**src/rtl/cn_pkg.sv**
```systemverilog
// Shared constants and helpers for the compressed check-node message format.
// The field offsets are used by both the compressor and the recover units.
package cn_pkg;

   localparam int Wc        = 32;
   localparam int Wcbits    = 5;
   localparam int W         = 10;
   localparam int Wabs      = W - 1;
   localparam int ECOMPSIZE = 2 * Wabs + Wcbits + Wc;

   // Packing: {min1, min2, idx, sign}, with sign in the low bits.
   localparam int SIGN_LSB  = 0;
   localparam int IDX_LSB   = SIGN_LSB + Wc;
   localparam int MIN2_LSB  = IDX_LSB + Wcbits;
   localparam int MIN1_LSB  = MIN2_LSB + Wabs;

   typedef enum logic {
      ACC = 1'b0,
      OUT = 1'b1
   } cn_state_t;

   // The most negative input has no positive counterpart, so it clamps to all-ones.
   function automatic logic [Wabs-1:0] sat_abs(input logic [W-1:0] x);
      logic [W-1:0] neg;
      neg = ~x + 1'b1;
      if (!x[W-1])
         return x[Wabs-1:0];
      else if (neg[W-1])
         return {Wabs{1'b1}};
      else
         return neg[Wabs-1:0];
   endfunction

endpackage

```
**src/rtl/cn_min2_track.sv**
```systemverilog
// Single-beat min-sum update: saturated magnitude of one edge message and the
// resulting min1/min2/idx next values. Purely combinational.
module cn_min2_track
   import cn_pkg::*;
(
   input  logic [W-1:0]      msg,
   input  logic [Wcbits-1:0] cnt,
   input  logic [Wabs-1:0]   min1,
   input  logic [Wabs-1:0]   min2,
   input  logic [Wcbits-1:0] idx,
   output logic [Wabs-1:0]   min1_next,
   output logic [Wabs-1:0]   min2_next,
   output logic [Wcbits-1:0] idx_next,
   output logic              sign
);

   logic [Wabs-1:0] mag;

   always_comb begin
      mag       = sat_abs(msg);
      sign      = msg[W-1];
      min1_next = min1;
      min2_next = min2;
      idx_next  = idx;
      // Strict compares keep the earliest index on ties.
      if (mag < min1) begin
         min2_next = min1;
         min1_next = mag;
         idx_next  = cnt;
      end else if (mag < min2) begin
         min2_next = mag;
      end
   end

endmodule

```
**src/rtl/cn_msg_compress.sv**
```systemverilog
// Check-node message compressor: folds Wc edge messages into one compressed
// word {min1, min2, idx, sign} and holds it until the consumer accepts.
module cn_msg_compress
   import cn_pkg::*;
(
   input  logic                 clk,
   input  logic                 rst,
   input  logic                 in_valid,
   output logic                 in_ready,
   input  logic [W-1:0]         in_msg,
   input  logic                 in_last,
   output logic                 out_valid,
   input  logic                 out_ready,
   output logic [ECOMPSIZE-1:0] out_ecomp,
   output logic                 err
);

   cn_state_t            state_reg;
   logic [Wcbits-1:0]    cnt_reg;
   logic [Wabs-1:0]      min1_reg;
   logic [Wabs-1:0]      min2_reg;
   logic [Wcbits-1:0]    idx_reg;
   logic [Wc-1:0]        sign_reg;
   logic [ECOMPSIZE-1:0] out_ecomp_reg;
   logic                 out_valid_reg;
   logic                 in_ready_reg;
   logic                 err_reg;

   logic [Wabs-1:0]      min1_next;
   logic [Wabs-1:0]      min2_next;
   logic [Wcbits-1:0]    idx_next;
   logic                 sign_bit;
   logic [Wc-1:0]        sign_next;
   logic                 accept;
   logic                 last_beat;

   cn_min2_track u_track (
      .msg       (in_msg),
      .cnt       (cnt_reg),
      .min1      (min1_reg),
      .min2      (min2_reg),
      .idx       (idx_reg),
      .min1_next (min1_next),
      .min2_next (min2_next),
      .idx_next  (idx_next),
      .sign      (sign_bit)
   );

   // in_ready_reg is only ever set while in ACC.
   assign accept    = in_valid && in_ready_reg;
   assign last_beat = (cnt_reg == Wcbits'(Wc - 1));

   genvar gi;
   generate
      for (gi = 0; gi < Wc; gi++) begin : g_sign
         assign sign_next[gi] = (cnt_reg == Wcbits'(gi)) ? sign_bit : sign_reg[gi];
      end
   endgenerate

   always_ff @(posedge clk) begin
      if (rst) begin
         state_reg     <= ACC;
         cnt_reg       <= '0;
         min1_reg      <= {Wabs{1'b1}};
         min2_reg      <= {Wabs{1'b1}};
         idx_reg       <= '0;
         sign_reg      <= '0;
         out_ecomp_reg <= '0;
         out_valid_reg <= 1'b0;
         in_ready_reg  <= 1'b0;
         err_reg       <= 1'b0;
      end else begin
         case (state_reg)
            ACC: begin
               in_ready_reg <= 1'b1;
               if (accept) begin
                  cnt_reg  <= cnt_reg + 1'b1;
                  min1_reg <= min1_next;
                  min2_reg <= min2_next;
                  idx_reg  <= idx_next;
                  sign_reg <= sign_next;
                  // in_last is a framing check only; the row always closes on cnt.
                  if (in_last != last_beat)
                     err_reg <= 1'b1;
                  if (last_beat) begin
                     out_ecomp_reg <= {min1_next, min2_next, idx_next, sign_next};
                     out_valid_reg <= 1'b1;
                     in_ready_reg  <= 1'b0;
                     state_reg     <= OUT;
                  end
               end
            end
            OUT: begin
               if (out_ready) begin
                  state_reg     <= ACC;
                  out_valid_reg <= 1'b0;
                  in_ready_reg  <= 1'b1;
                  cnt_reg       <= '0;
                  min1_reg      <= {Wabs{1'b1}};
                  min2_reg      <= {Wabs{1'b1}};
                  idx_reg       <= '0;
                  sign_reg      <= '0;
               end
            end
            default: state_reg <= ACC;
         endcase
      end
   end

   assign in_ready  = in_ready_reg;
   assign out_valid = out_valid_reg;
   assign out_ecomp = out_ecomp_reg;
   assign err       = err_reg;

endmodule

```
**config.mk**
```make
export PLATFORM = sky130hd
export DESIGN_NAME = cn_msg_compress
export DESIGN_NICKNAME = d
export VERILOG_FILES = /design/src/rtl/cn_pkg.sv /design/src/rtl/cn_min2_track.sv /design/src/rtl/cn_msg_compress.sv
export SDC_FILE = /design/constraint.sdc
export NUM_CORES = 1
export LEC_CHECK = 0
export ABC_AREA = 1
export BUFFER_PORTS_ARGS = -buffer_cell sky130_fd_sc_hd__buf_2
export CORE_MARGIN = 2
export CORE_UTILIZATION = 41
export DETAILED_ROUTE_END_ITERATION = 10
export GPL_TIMING_DRIVEN = 0
export PLACE_DENSITY = 0.69
export SLEW_MARGIN = 20
export SYNTH_ARGS = -nofsm -noshare
export SYNTH_HDL_FRONTEND = slang
export SYNTH_SLANG_ARGS = --single-unit
```
**constraint.sdc**
```tcl
create_clock -name clk -period 3.2 [get_ports clk]
set_clock_uncertainty 0.1 [all_clocks]
set_input_delay 0.32 -clock clk [delete_from_list [all_inputs] [get_ports clk]]
set_output_delay 0.32 -clock clk [all_outputs]
set_load 0.03 [all_outputs]
```
Word level (Yosys, flattened, before mapping) --
Index checks and enable logic that the tools add are counted.
Cells by class: $add $sub $neg 2, multiply operators 0, divide/modulo/power cells 0, order comparisons 2, eq/ne operators 35, shift-type cells 0, mux-type cells 63, bitwise logic cells 2, reduce and logical (&&, ||, !) cells 6
Operators with widths (number):
- 5-bit equality test (second input constant) | 16
- 9-bit two-way mux | 8
- 32-bit two-way mux | 2
- 32-bit one-hot mux with 2 select lines | 1
- 1-bit two-way mux | 41
- 5-bit by 4-bit equality test with 1-bit output (second input constant) | 8
- 9-bit one-hot mux with 2 select lines | 2
- 5-bit by 3-bit equality test with 1-bit output (second input constant) | 4
- 5-bit two-way mux | 4
- 5-bit one-hot mux with 2 select lines | 2
- 9-bit < comparator | 2
- 10-bit by 1-bit adder with 10-bit output (second input constant) | 1
- 5-bit by 2-bit equality test with 1-bit output (second input constant) | 2
- 10-bit NOT | 1
- 3-bit AND reduction | 3
- 2-bit inequality test (second input constant) | 3
- 1-bit one-hot mux with 2 select lines | 3
- 5-bit by 1-bit adder with 5-bit output (second input constant) | 1
- 5-bit by 1-bit equality test with 1-bit output (second input constant) | 1
- 5-bit logical NOT | 1
- 2-bit AND reduction | 1
- 1-bit logical AND | 1
- 1-bit inequality test | 1
- 1-bit NOT | 1
Storage, ports and cells: register bits after elaboration 119, bits in latches 0, RAM bits 0, ROM bits 0, input bits 15, output and inout port bits 58, memories 0

Longest topological paths before layout --
word-level depth 9, depth in mapped cells 22, gate-level depth less buffers 22

Modules after synthesis --
From an unflattened synthesis, not the netlist that was laid out.
Second synthesis, totals: cell total of the unflattened synthesis 905, area, all modules 6189.7 µm²
Modules (own cells, without submodules):
- cn_msg_compress | instances 1, cells each 669, area an instance 4966.0 µm², sequential area each 2382.3 µm²
- cn_min2_track | instances 1, cells each 236, area an instance 1223.7 µm², sequential area each 0.0 µm²

Worst setup path before layout --
Ideal clock, no wire load.
path kind input to register, start point input in_msg[0], end point register out_ecomp_reg[51], in the netlist out_ecomp[51], arrival 2.517 ns, path slack 0.474 ns, cell stages on the path 17, path buffers 2, cells stage by stage inv_1 -> ha_1 -> inv_1 -> nor3_1 -> nor2_1 -> o21ai_0 -> ha_1 -> a21oi_1 -> o21ai_0 -> a21oi_2 -> nand2_4 -> buf_12 -> buf_12 -> o21ai_2 -> nand2_1 -> nand2_1 -> inv_1
On the way: longest elaborated chain between the ends 6
RTL lines:
- from (decl) | RTL line cn_msg_compress.sv:10 | input logic [W-1:0] in_msg,
- 10-bit NOT | RTL line cn_pkg.sv:25 | neg = ~x + 1'b1;
- 10-bit by 1-bit adder with 10-bit output | RTL line cn_pkg.sv:25
- 9-bit two-way mux | RTL line cn_pkg.sv:28 | else if (neg[W-1])
- 9-bit two-way mux (*) | RTL line cn_pkg.sv:26 | if (!x[W-1])
- 9-bit < comparator | RTL line cn_min2_track.sv:26 | if (mag < min1) begin
- 9-bit two-way mux (*) | RTL line cn_min2_track.sv:26
- to (signal assigned) | RTL line cn_msg_compress.sv:86 | out_ecomp_reg <= {min1_next, min2_next, idx_next, sign_next};
- to (decl) | RTL line cn_msg_compress.sv:24 | logic [ECOMPSIZE-1:0] out_ecomp_reg;
Every way passes the cells marked *; elsewhere a longest branch is shown, timed or not. A chain may end at the register's enable or synchronous reset.

Final worst setup path --
start point input in_msg[0], end point register out_ecomp_reg[41], in the netlist out_ecomp[41]
On the way: longest elaborated chain between the ends 7, elaborated cells between the ends (all ways) 8, those cells by class add/sub: 1; order compare: 2; mux: 4; bitwise: 1
RTL lines:
- 10-bit NOT | RTL line cn_pkg.sv:25
- 10-bit by 1-bit adder with 10-bit output | RTL line cn_pkg.sv:25
- 9-bit two-way mux | RTL line cn_pkg.sv:28
- 9-bit two-way mux (*) | RTL line cn_pkg.sv:26
- 9-bit < comparator | RTL line cn_min2_track.sv:30 | end else if (mag < min2) begin
- 9-bit two-way mux | RTL line cn_min2_track.sv:30
- 9-bit two-way mux (*) | RTL line cn_min2_track.sv:26
Marks and branches as above.

==> flow_summary_export.csv <==
group,metric,value,unit
place,hpwl,12580,um
timing,drv_slew,0,
logic_synthesis,ys.flop_type,"dfxtp_1",
routing,vias,6023,
floorplan,initial_core_util,41.83,%
routing,post-route-drc-count,0,
final_layout,largest_register_ffs,55,
cts,clk_path_buf_depth,2,
cts,cts_buffers,17,
pwr,finalPower,3806,uW
logic_synthesis,syn_area_per_cell,6.725,um^2
final_layout,final-seq-area,0.002362,mm^2
critical_path,setup.worst_path.end_class,"flop",
routing,highest-signal-layer,"met4",
cts,ctsRootBufferMaster,"clkbuf_16",
job,cap_viol_max_count,0,
grt,grt_pass1_vias,5609,
timing,maxSlewHeadroom,56.45,%
critical_path,rr_worst_depth,10,
place,port-buffer-count,71,
pwr,p_int,2800,uW
logic_synthesis,netlist_area,0.006080,mm^2
final_layout,num_antenna_cells,0,
final_layout,finalNetCount,1032,
floorplan,core_area,0.01453,mm^2
critical_path,cpMostUsedCell,"inv_1",
cts,htreeDepth,4,
cts,cts_setup_buffers,0,
final_layout,post-route-util,49.96,%
critical_path,cp_slowest_cell,"ha_1",
timing,rsz0062_at_grt,"false",
critical_path,cp_data_required_time,3.47,ns
logic_synthesis,yosysSeqAreaShare,38.86,%
grt,antenna_found_initial,0,
timing,setup_viol,0,
timing,hold_violations,0,
logic_synthesis,synth_cell_types,36,
final_layout,final_common_cell,"nand2_1",
logic_synthesis,yosysWarningCount,0,
routing,wl_met3,788,um
routing,wl_met2,8331,um
hold_path,holdCritPathClass,"in2reg",
routing,dr.pass1.iters,5,
pwr,swShare,26.43,%
pwr,clkPwrFrac,50.2,%
final_layout,layout-drive-gt1-share,14.60,%
pwr,leakage,0.003559,uW
pwr,p_sw,1006,uW
grt,grtUsageTotal,21.68,%
logic_synthesis,synth_edf_count,0,
routing,routed_wl,17120,um
logic_synthesis,synthesis.nets,942,
floorplan,num_rows,44,
critical_path,crit_path_max_fanout,10,
critical_path,startpoint_type,"input port",
final_layout,nFillCells,1524,
grt,grt_pass1_wl,27560,um
timing,tightest_slew,0.6464,ns
critical_path,crit_chain,"buf_2 > inv_1 > ha_1 > inv_1 > nor3_1 > nand3_1 > nand3b_1 > nand3_1 > ha_1 > nand2_1 > inv_1 > nand3_1 > inv_1 > a21oi_4 > nand2_4 > inv_1 > buf_2 > nand2_1 > nand3_1 > nand2_1 > inv_1",
routing,drt-vias-per-instance,5.057,
logic_synthesis,synthArstFlopShare,0,%
final_layout,layout_common_cells,"nand2_1 (242), dfxtp_1 (118), nor2_1 (103)",
pwr,pwr-share-seq,39.6,%
hold_path,min_path_cells,4,
logic_synthesis,synth_cells,904,
floorplan,pin_count,73,
cts,cts.sinks,118,
routing,drt_iter0_markers,389,
timing,fmax,348.8,MHz
final_layout,area_delta_synth_final,19.43,%
routing,detail-route-antenna-nets,0,
pwr,power_frac_comb,10.2,%
logic_synthesis,ys_seq_elements,118,
critical_path,r2r_setup_slack,0.53,ns
floorplan,die-area,0.01582,mm^2
critical_path,cp.arrival,3.14,ns
pwr,peakVddDrop,0.4117,mV
critical_path,cpPeakStageDelay,0.34,ns
floorplan,die_x,125.8,um
final_layout,multi_input_area,0.003132,mm^2
timing,fin_crit_sh,89.59,%
pwr,power_per_cell_area,524.2,mW/mm^2
status,run_status,"finished clean",
floorplan,die_h,125.8,um
timing,fin_crit,2.867,ns
place,globalplace.congestion,0.9132,
cts,cts.clk_slew.worst_paths,0.06,ns
grt,grt_start_max_net_pins,17,
cts,clk_latency,0.43,ns
critical_path,criticalPathCategory,"in2reg",
routing,met1_length,7637,um
cts,cts_tree,"built",
grt,grt_remaining_overflow,0,
routing,wl_per_cell,14.37,um
-- metrics by stage --
step / cells / setup TNS [ns] / setup WS [ns] / hold WS [ns] / cell area [um^2]
after floorplan: 904 / 0 / 0.4744 / 0.3413 / 6080
after global placement: 1159 / -8.827 / -0.2968 / 0.3350 / 6665
after detailed placement: 1159 / -11.34 / -0.3454 / 0.3435 / 6665
after CTS: 1191 / 0 / 0.09274 / 0.1015 / 7248
after global routing: 1191 / 0 / 0.03915 / 0.1160 / 7261
final: 1191 / 0 / 0.3330 / 0.1101 / 7261
-- logic make-up after synthesis --
kind of cell / Yosys count / synth area share, %
and+or+nand+nor: 446 / 31.16
AOI/OAI and AO/OA: 169 / 15.13
buffers and inverters: 146 / 9.837
DFF: 118 / 38.86
adders and majority gates: 23 / 4.734
xor gates and xnor gates: 2 / 0.2882
-- power by group through the flow --
| stage | logic (uW) | registers, uW | clock network, uW |
|---|---|---|---|
| finish | 390 | 1510 | 1910 |
| global placement | 377 | 1540 | 0 |
| CTS | 385 | 1510 | 1930 |
| detailed placement | 382 | 1540 | 0 |
| global route | 437 | 1510 | 1990 |
| floorplan | 276 | 1540 | 0 |
-- cell usage after synthesis, types with 2 or more instances --
master    number  share of area [%]
nand4_1        3               0.31
inv_1         94                5.8
inv_2          3               0.19
nand2_4        4               0.74
a31oi_1        8               0.82
or2_2         13                1.3
dfxtp_1      118                 39
a21oi_1       61                5.0
buf_12         2               0.66
nor2_1       103                6.4
ha_1          23                4.7
o21ai_0       77                6.3
nand3_2        2               0.33
o21bai_1       6               0.74
o21ai_2        5               0.72
nor2_2         3               0.31
nand2_1      242                 15
xor2_1         2               0.29
nand3_4        2               0.58
clkbuf_1      35                2.2
buf_1          4               0.25
nor3_1         6               0.49
o22ai_1        2               0.21
a21o_1         6               0.74
buf_2          5               0.41
nand3_1       65                5.4
-- worst paths after layout --
| kind | end | startpoint |
|---|---|---|
| max | out_ecomp[41] | in_msg[0] |
| min | in_ready | out_ready |
| max reg2reg | out_ecomp[41] | cnt_reg[1] |
| min reg2reg | out_valid | out_valid |
-- area by class of cell --
class | instances | area share (%)
clock buffers | 20 | 6.290
multi-input cells | 640 | 43.13
inverters | 98 | 5.066
plain buffers | 48 | 3.171
flip-flops and latches | 118 | 32.53
repair buffers | 71 | 4.894
well taps | 184 | 3.171
clock inverters | 12 | 1.740
-- what timing repair did --
| action | CTS | global route |
|---|---|---|
| hold endpoints to repair | 0 | 0 |
| hold buffers | 0 | 0 |
| gates resized for setup | 0 | 3 |
| setup endpoints to repair | 0 | 35 |
-- critical path: cells and delay by family --
kind / cells / cell delay (ns)
buffers and inverters: 8 / 0.76
AND/OR/NAND/NOR: 10 / 1.24
adder cells (fa/ha/maj): 2 / 0.51
AO/OA/AOI/OAI: 1 / 0.27
-- routing by layer --
layer  global-route usage, %  vias up
met3                   4.588       28
met4                   7.628        0
met2                   37.93      153
li1                        -     3071
met5                       0        -
met1                   26.41     2771
Power figures use the tool's default switching activity.
